--- src/rtl/sum_fxp_pipe.sv ---
// sum_fxp_pipe -- pipelined signed fixed-point adder tree.
//
// Sums `size` two's-complement operands of N = n_int+n_mant+1 bits. Operands
// are sign-extended by L = clog2(size) guard bits, so the tree itself cannot
// overflow. The final sum is narrowed back to N bits and registered. A valid
// shift register runs alongside the data. Latency is
// LAT = floor(L/adders_comb) + 1 en-high cycles.
//
// Optional build macro SUM_FXP_SAT_EN: when defined, an overflowing sum
// clamps to the N-bit limits. Otherwise it wraps. ovf is identical in both
// builds.
//
// Ports:
//   clk         system clock, rising edge
//   rst         asynchronous active-low reset
//   en          pipeline advance; low freezes data, valid and ovf registers
//   clr         synchronous clear of ovf_sticky (loses to a same-cycle set)
//   in_valid    operands valid this cycle
//   in          size x N signed operands
//   out_valid   out holds a new sum
//   out         N-bit signed sum
//   ovf         out was clamped/wrapped for this sample
//   ovf_sticky  latched OR of qualified ovf since reset or clr
module sum_fxp_pipe #(
  parameter int size        = 2,
  parameter int n_int       = 8,
  parameter int n_mant      = 23,
  parameter int adders_comb = 10
) (
  input  logic                              clk,
  input  logic                              rst,
  input  logic                              en,
  input  logic                              clr,
  input  logic                              in_valid,
  input  logic [size-1:0][n_int+n_mant:0]   in,
  output logic                              out_valid,
  output logic [n_int+n_mant:0]             out,
  output logic                              ovf,
  output logic                              ovf_sticky
);
  localparam int N   = n_int + n_mant + 1;
  localparam int L   = (size > 1) ? $clog2(size) : 0;
  localparam int W   = N + L;
  localparam int LAT = L / adders_comb + 1;

  // Entry count feeding layer `lay`; an odd leftover is carried unsummed.
  function automatic int cnt_at(int lay);
    int c = size;
    for (int k = 0; k < lay; k++) c = (c + 1) / 2;
    return c;
  endfunction

  // lvl[i] is the input to layer i; lvl[L][0] is the full-precision sum.
  logic signed [W-1:0] lvl [0:L][size];

  for (genvar j = 0; j < size; j++) begin : g_ext
    assign lvl[0][j] = W'($signed(in[j]));
  end

  for (genvar i = 0; i < L; i++) begin : g_lay
    localparam int CI  = cnt_at(i);
    localparam int CO  = cnt_at(i + 1);
    localparam bit REG = ((i + 1) % adders_comb) == 0;
    for (genvar j = 0; j < size; j++) begin : g_node
      if (j < CO) begin : g_act
        logic signed [W-1:0] s;
        if (2 * j + 1 < CI) begin : g_pair
          assign s = lvl[i][2*j] + lvl[i][2*j+1];
        end else begin : g_pass
          assign s = lvl[i][2*j];
        end
        if (REG) begin : g_reg
          logic signed [W-1:0] q;
          always_ff @(posedge clk or negedge rst)
            if (!rst)    q <= '0;
            else if (en) q <= s;
          assign lvl[i+1][j] = q;
        end else begin : g_cmb
          assign lvl[i+1][j] = s;
        end
      end else begin : g_idle
        assign lvl[i+1][j] = '0;
      end
    end
  end

  // Narrowing: the sum fits in N bits iff the top L+1 bits are all equal.
  logic signed [W-1:0] s_fin;
  logic [L:0]          s_hi;
  logic                ovf_c;
  logic [N-1:0]        out_c;

  assign s_fin = lvl[L][0];
  assign s_hi  = s_fin[W-1:N-1];
  assign ovf_c = !((&s_hi) || !(|s_hi));

`ifdef SUM_FXP_SAT_EN
  assign out_c = !ovf_c    ? s_fin[N-1:0] :
                 s_fin[W-1] ? {1'b1, {(N-1){1'b0}}} :
                              {1'b0, {(N-1){1'b1}}};
`else
  assign out_c = s_fin[N-1:0];
`endif

  logic [LAT-1:0] vld_pipe;
  assign out_valid = vld_pipe[LAT-1];

  always_ff @(posedge clk or negedge rst) begin
    if (!rst) begin
      vld_pipe   <= '0;
      out        <= '0;
      ovf        <= 1'b0;
      ovf_sticky <= 1'b0;
    end else begin
      if (en) begin
        // shift in_valid in at bit 0; the cast drops the bit shifted out
        vld_pipe <= LAT'({vld_pipe, in_valid});
        out      <= out_c;
        ovf      <= ovf_c;
      end
      // sticky samples the registered result; set beats clr
      if (en && out_valid && ovf) ovf_sticky <= 1'b1;
      else if (clr)               ovf_sticky <= 1'b0;
    end
  end

endmodule

--- config.mk ---
export PLATFORM = sky130hd
export DESIGN_NAME = sum_fxp_pipe
export DESIGN_NICKNAME = d
export VERILOG_FILES = /design/src/rtl/sum_fxp_pipe.sv
export SDC_FILE = /design/constraint.sdc
export NUM_CORES = 1
export LEC_CHECK = 0
export CORE_MARGIN = 8
export CORE_UTILIZATION = 30
export CTS_CLUSTER_SIZE = 10
export DETAILED_ROUTE_END_ITERATION = 8
export SLEW_MARGIN = 20
export SYNTH_ARGS = -nofsm -noshare
export SYNTH_HDL_FRONTEND = slang
export SYNTH_SLANG_ARGS = --single-unit
--- constraint.sdc ---
create_clock -name clk -period 0.99 [get_ports clk]
set_input_delay 0.198 -clock clk [delete_from_list [all_inputs] [get_ports clk]]
set_output_delay 0.198 -clock clk [all_outputs]
set_load 0.1 [all_outputs]
==> Word level (Yosys, flattened, before mapping) <==
Index checks and enable logic that the tools add are counted.
{ "classes": {"n_reduce_logical": 8, "add_sub_neg": 1, "muxes": 2} }
{ "op_table": {"columns": ["operator", "count"], "rows": [
  ["32-bit by 32-bit adder with 33-bit output", 1],
  ["1-bit logical AND", 2],
  ["1-bit logical NOT", 2],
  ["1-bit two-way mux", 2],
  ["2-bit AND reduction", 1],
  ["2-bit nonzero test", 1],
  ["2-bit OR reduction", 1],
  ["1-bit logical OR", 1]
]} }
{ "totals": {"inputBits": 69, "output_inout_bits": 35, "reg_bits": 35, "wordCells": 15} }

==> Logic depth before layout (Yosys ltp) <==
Gate-level depths: netlist of run 1.
{ "logic_depth": {"depth_word": 5, "mapped_depth": 10, "mapped_depth_nobuf": 10} }

==> Least setup slack after synthesis of run 1 <==
Ideal clock, no wire load.
{ "synth_path": {"path_kind": "input to register", "from": "input in[0] in the netlist's numbering", "to": "register out[24]", "n_path_buf": 0, "required_time_ns": 0.865, "cell_stages": 10, "path_slack_ns": -1.422, "setup_time_ns": 0.125, "arrival_time_ns": 2.286, "path_cell_list": "ha_1 > fa_1 > a21o_1 > and3_1 > o21ai_1 > o211ai_1 > a21o_1 > a31o_2 > xor2_1 > mux2_2"} }
{ "synth_via": {"elab_chain_len": 1} }
{ "synth_lines": {"columns": ["element", "line", "text"], "rows": [
  ["start, declared", "35", "input logic [size-1:0][n_int+n_mant:0] in,"],
  ["32-bit by 32-bit adder with 33-bit output", "68", "assign s = lvl[i][2*j] + lvl[i][2*j+1];"],
  ["end signal, assigned", "118", "out <= out_c;"],
  ["end, declared", "37", "output logic [n_int+n_mant:0] out,"]
]} }
No other way between the ends.
A chain may end at the register's enable or synchronous reset.

==> Worst setup path in the final report of run 1 <==
Same ends and word-level chain as after synthesis.

==> results of run 1 <==
[power by group through the flow]
stage | clock network (mW) | logic [mW] | registers, mW
after CTS | 1.39 | 6.48 | 2.16
after global routing | 1.47 | 7.07 | 2.22
final | 1.36 | 6.76 | 2.17
after detailed placement | 0 | 6.04 | 2.19
after floorplan | 0 | 1.31 | 4.30
after global placement | 0 | 6.00 | 2.19
[worst max path at each step]
stage | start | to | slack (ps) | depth (start not counted)
detailed placement | in[0] | out[24] | -1950 | 11
finish | in[0] | out[24] | -1200 | 11
floorplan | in[0] | out[24] | -1280 | 10
global route | in[32] | out[20] | -1250 | 12
CTS | in[0] | out[24] | -1140 | 11
global placement | in[0] | out[24] | -1860 | 11
[final cells by class]
cell class / count / area, um2 / area share [%]
clock inverters: 3 / 43.8 / 0.702
clock buffers: 5 / 68.8 / 1.10
repair buffers: 226 / 2320 / 37.2
well taps: 133 / 166 / 2.67
inverters: 9 / 33.8 / 0.542
multi-input cells: 258 / 2680 / 42.9
flip-flops and latches: 35 / 925 / 14.8
[kinds of logic (layout without fill, tap and decap cells)]
| family | after synthesis | count (layout) |
|---|---|---|
| xor gates and xnor gates | 20 | 20 |
| adders and majority gates | 33 | 33 |
| DFF | 35 | 35 |
| muxes | 20 | 20 |
| and+or+nand+nor | 75 | 75 |
| buffers and inverters | 19 | 243 |
| AOI/OAI and AO/OA | 110 | 110 |
[sequential cells by signal, summed over array words and instances, names as in the netlist]
| name | count |
|---|---|
| ovf | 1 |
| out | 32 |
| ovf_sticky | 1 |
| out_valid | 1 |
[layer usage]
layer	GRT usage [%]	wire [um]
met5	0	0
met2	30.0	5450
met3	4.27	569
met4	6.48	306
met1	19.3	4590
[worst reg2reg max path, cell delays in order (launching register included)]
cell	delay, ps
dfrtp_4	510
buf_6	130
mux2_2	240
[cell usage after synthesis (3+ instances only)]
cell	n	share of area, %
and2_1	3	0.65
o31ai_1	3	0.78
o211ai_1	3	0.78
nor2_1	15	1.9
inv_1	8	1.0
a221o_1	3	1.0
a211oi_1	3	0.78
nand3_1	6	1.0
o21ai_0	16	2.8
a21oi_1	31	5.4
nor2b_1	3	0.65
clkbuf_1	8	1.0
xnor2_1	14	4.2
dfrtp_1	35	30
nor3_1	10	1.7
ha_1	32	14
nand2_1	15	1.9
a21o_1	21	5.5
o21ai_1	4	0.69
o21a_1	5	1.3
nand4_1	5	1.1
and3_1	4	0.87
nand2b_1	3	0.65
mux2_2	20	7.8
xor2_1	6	1.8
[cell usage in the layout (no fill, tap or decap), types with 5 or more instances in the layout]
cell             count
a21oi_1             14
xor2_1               6
dfrtp_2             33
a21o_1              21
mux2_4               9
nor2_1              14
o21ai_4              5
dlygate4sd2_1       13
clkdlybuf4s50_1     20
clkdlybuf4s15_1      6
a21oi_4              6
nand4_1              5
clkbuf_8             5
ha_4                20
o21ai_1              7
inv_1                8
nor3_4               5
mux2_2              11
ha_1                11
buf_12              38
xnor2_2              6
buf_4              107
o21ai_2              6
nand2_1             13
buf_6               25
xnor2_1              8
buf_2               12
a21oi_2             12
[stage by stage]
step	TNS (ps)	utilization (%)	std cells	hold WS, ps
after global routing	-33950	65.3	669	241
final	-30890	65.3	669	240
after floorplan	-26200	-	312	-97.6
after CTS	-29570	62.4	662	235
after detailed placement	-48910	55.8	623	181
after global placement	-47490	55.8	623	181
[repair_timing]
action,CTS,global route
endpoints found under the setup margin,67,67
hold buffers,1,0
setup buffers,31,11
hold endpoints to repair,35,0
pin swaps,87,38
resized for setup,207,49
==> results.cfg, run 1 <==
[pwr]
leakage_nw = 2.77
p_sw_share_pct = 46.2
clockPowerShare_pct = 13.2
power.switching_mw = 4.75
cell_internal_pwr_mw = 5.53
p_comb_share_pct = 65.7
power_density_mw_per_mm2 = 1650
peakVddDrop_mv = 1.21
total_power_mw = 10.3
pwr-share-seq_pct = 21.1

[global_routing]
grt.overflow.total = 0
grt_max_degree = 36
antenna_found_initial = 0
grt_pass1_wl_um = 17800
grt_pass1_vias = 3736
grtUsageTotal_pct = 17.0

[routing]
avgViaCountPerCell = 4.92
dr.pass1.iters = 4
vias = 3293
drtAntennaViolNets = 0
wl_per_cell_um = 16.3
drt_iter0_drc = 105
routed_wl_um = 10900
drc_errors = 0

[status]
status = complete, but fails checks
failed_checks = negative setup slack

[die]
core_mm2 = 0.00955
fp.dieW_um = 114
start_util_pct = 30.3
io_pins = 104
die_area_mm2 = 0.0130
die_h_um = 114
rows = 36

[worst_setup_path]
crit_path_end_kind = register
cpMaxStageDelayCell = fa_2
cpMostUsedCell = a21o_1
r2r_cells = 2
rrSetupSlack_ps = 0
slowest_delay_ps = 350
reg2reg_from = out_valid
worstPathArrival_ps = 2370
critPathTopFamily = compound AO/OA/AOI/OAI gates
critPathKind = input port to register
reg2reg_to = out_valid
cp_max_fo = 3
worstPathCellList = buf_6 > ha_4 > fa_2 > a21o_1 > and3_4 > o21ai_4 > o211ai_1 > a21o_1 > a31o_4 > xor2_1 > mux2_4
required_ps = 1170
start_kind = input port
cp.buffers_inverters = 1

[place]
post-place-ws_ps = -1950
dp_hpwl_um = 8070
postPlaceCellArea_mm2 = 0.00533
io_buffer_count = 103
gp_congestion = 0.832

[synthesis]
synth_edf_count = 0
synthSimpleGateAreaFrac_pct = 13.4
synth-async-reset-ratio_pct = 100
synth_xor_area_share_pct = 6.06
synth_top_family_by_area = compound AO/OA/AOI/OAI gates
synthCells = 312
syn_nets = 414
synthFlopType = dfrtp_1
ys_types = 53
avgSynthCellArea_um2 = 9.26
yosysWarnings = 0
muxShareOfSynthArea_pct = 7.80
synth_compound_area_share_pct = 25.3
syn_area_mm2 = 0.00289
synth_fa_ha_area_share_pct = 14.6
ys_seq_elements = 35
seq_area_frac_synth_pct = 30.3

[min_path]
worst_hold_path.num_cells = 3
hp-class = input port to register
worstHoldStart = in[0]
min_delay_worst_endpoint = out[0]

[cts]
ctsLongestPathBuffers = 2
clk_pin_slew_ps = 80
cts_buffers = 5
clock_tree.root_cell = clkbuf_8
cts.sinks = 35
cts_tree = done
clk_latency_ps = 290
cts_max_level = 2

[timing]
min_period_ps = 2190
finalMaxSlewViolations = 0
min_period_over_period_pct = 221
setup-violations-final = 66
worst_slew_pin_slew_ps = 349
fin_ws_ps = -1200
final.setup_skew_ps = 4.62
slew_headroom_pct = 76.6
hold_viol_final = 0
rsz0062_at_grt = yes
fmax_mhz = 457

[layout]
final_nets = 637
nFillCells = 771
drive_above_1_share_pct = 63.2
final_area_mm2 = 0.00623
areaGrowthSynthToFinish_pct = 116
diodes = 0

[job]
drv_cap = 0
Note: power is estimated with default switching activity, not from simulation.
==> run 2, diff against run 1 <==
- CELL_PAD_IN_SITES_DETAIL_PLACEMENT: not set -> 1
- CELL_PAD_IN_SITES_GLOBAL_PLACEMENT: not set -> 1
- CORE_MARGIN: 8 -> 2
- PLACE_DENSITY_LB_ADDON: not set -> 0.1
==> run 2 against run 1 <==
- the run still ends with negative setup slack left
- clock skew up 4.2 ps
- clock-buffer cell count unchanged
- global-route usage increased by 9.4 points
- fmax decreased by 8.4%
- core utilization increased by 3.1 points
- sequential share of layout area down 0.29 points
- first-iteration DRC count is 48% higher
- via count rose by 12%
- cell count increased by 1.2%
- sequential power grew 4%
- combinational power up 6.8%
- sequential cell count unchanged
- highest routed layer unchanged
==> results.cfg, run 2 (synthesized netlist as in run 1, its figures left out) <==
[status]
status = complete, but fails checks
failed_checks = negative setup slack

[worst_setup_path]
critPathTopFamily = compound AO/OA/AOI/OAI gates
start_kind = input port
cp_max_fo = 3
slowest_delay_ps = 410
crit_path_end_kind = register
cp.buffers_inverters = 1
required_ps = 1190
worstPathArrival_ps = 2590
cpMaxStageDelayCell = o31a_1
critPathKind = input port to register
worstPathCellList = clkdlybuf4s15_2 > ha_4 > a21oi_4 > nor2_2 > o31ai_2 > nand3b_1 > o31a_1 > a211o_1 > or3_1 > a31oi_1

[global_routing]
grt.overflow.total = 0
grt_pass1_vias = 4043
grt_max_degree = 36
grt_pass1_wl_um = 21100
antenna_found_initial = 0
grtUsageTotal_pct = 26.4

[die]
rows = 35
die_h_um = 102
core_mm2 = 0.00928
die_area_mm2 = 0.0104
io_pins = 104
start_util_pct = 31.1
fp.dieW_um = 102

[routing]
drc_errors = 0
wl_per_cell_um = 24.4
routed_wl_um = 16500
dr.pass1.iters = 4
avgViaCountPerCell = 5.45
vias = 3692
drtAntennaViolNets = 0
drt_iter0_drc = 155

[timing]
fmax_mhz = 418
fin_ws_ps = -1400
worst_slew_pin_slew_ps = 565
hold_viol_final = 0
finalMaxSlewViolations = 0
setup-violations-final = 67
fin_setup_tns_ps = -35220
rsz0062_at_grt = yes
slew_headroom_pct = 62.0
final.setup_skew_ps = 8.86
min_period_ps = 2390
min_period_over_period_pct = 242

[min_path]
hp-class = input port to register

[cts]
cts_buffers = 5
ctsLongestPathBuffers = 2
cts.sinks = 35
clock_tree.root_cell = clkbuf_8
clk_pin_slew_ps = 90
cts_max_level = 2
cts_tree = done
clk_latency_ps = 300

[layout]
final_common_cell = buf_4
final_cells = 677
largest_register_ff_count = 32
areaGrowthSynthToFinish_pct = 120
final_nets = 649
final_area_mm2 = 0.00635
final_cell_mix = buf_4 (114), buf_12 (38), dfrtp_2 (32)
top_register = out
diodes = 0
drive_above_1_share_pct = 64.8

[place]
dp_cells = 626
io_buffer_count = 103
gp_congestion = 0.783
post-place-ws_ps = -1960
postPlaceCellArea_mm2 = 0.00537
dp_hpwl_um = 8370

[job]
drv_cap = 0

[pwr]
power_density_mw_per_mm2 = 1710
leakage_nw = 2.84
total_power_mw = 10.8
peakVddDrop_mv = 1.39
run 2: cell count changes in the layout (fill, tap and decap cells not counted), moves of 3 or more:
| cell | previous run | this run |
|---|---|---|
| mux2_2 | 11 | 8 |
| clkbuf_2 | 2 | 5 |
| nor2_2 | 0 | 3 |
| nor3_4 | 5 | 2 |
| nor2_1 | 14 | 11 |
| buf_8 | 0 | 3 |
| mux2_4 | 9 | 12 |
| buf_4 | 107 | 114 |
| nor3_1 | 1 | 6 |
| buf_6 | 25 | 21 |
run 2: final timing paths:
kind | startpoint | cells past startpoint | to | slack (ps)
max in group asynchronous | rst | 3 | out[15] | 330
worst max-delay path | in[38] | 10 | ovf | -1400
worst min register to register | out[13] | 1 | out[13] | 550
min in group asynchronous | rst | 3 | out[4] | 420
worst min-delay path | in[0] | 3 | out[0] | 260
worst max register to register | out_valid | 2 | out_valid | 0
run 2: where the power goes:
part / total [mW] / internal, mW / leakage, nW / switching (mW)
logic: 7.22 / 3.09 / 2.41 / 4.13
clock network: 1.37 / 0.751 / 0.0581 / 0.617
registers: 2.25 / 1.81 / 0.377 / 0.441
run 2: through the flow:
stage | hold WS, ps | utilization (%)
2_1_floorplan | -97.6 | -
3_3_place_gp | 187 | 57.9
3_5_place_dp | 182 | 57.9
4_1_cts | 226 | 65.6
5_1_grt | 261 | 68.4
6_report | 258 | 68.4
run 2: layout make-up:
type	count	area, um2
clock inverters	3	43.8
multi-input cells	258	2710
repair buffers	238	2410
fillers	961	2930
flip-flops and latches	35	923
inverters	9	33.8
clock buffers	5	68.8
well taps	129	161
run 2: per-layer routing:
layer  GRT usage, %  up-vias  part of all wire (%)
met5              0        -                     0
met4           7.38        0                   5.2
met1           28.5     1840                    36
met3           3.08       59                   4.3
met2           53.3      159                    54
li1               -     1634                     -
run 2: timing repair:
| action | CTS | global route |
|---|---|---|
| setup endpoints to repair | 67 | 66 |
| pin swaps | 80 | 50 |
| buffers inserted | 36 | 16 |
| hold buffers | 1 | 0 |
| gates cloned | 0 | 0 |
| gates resized for setup | 208 | 50 |
| endpoints found under the hold margin | 35 | 0 |
run 2: worst reg2reg max path, delay by kind of cell, from the launching register on:
family | cells | cell delay [ps]
muxes | 1 | 250
buffers and inverters | 1 | 130
DFF | 1 | 510
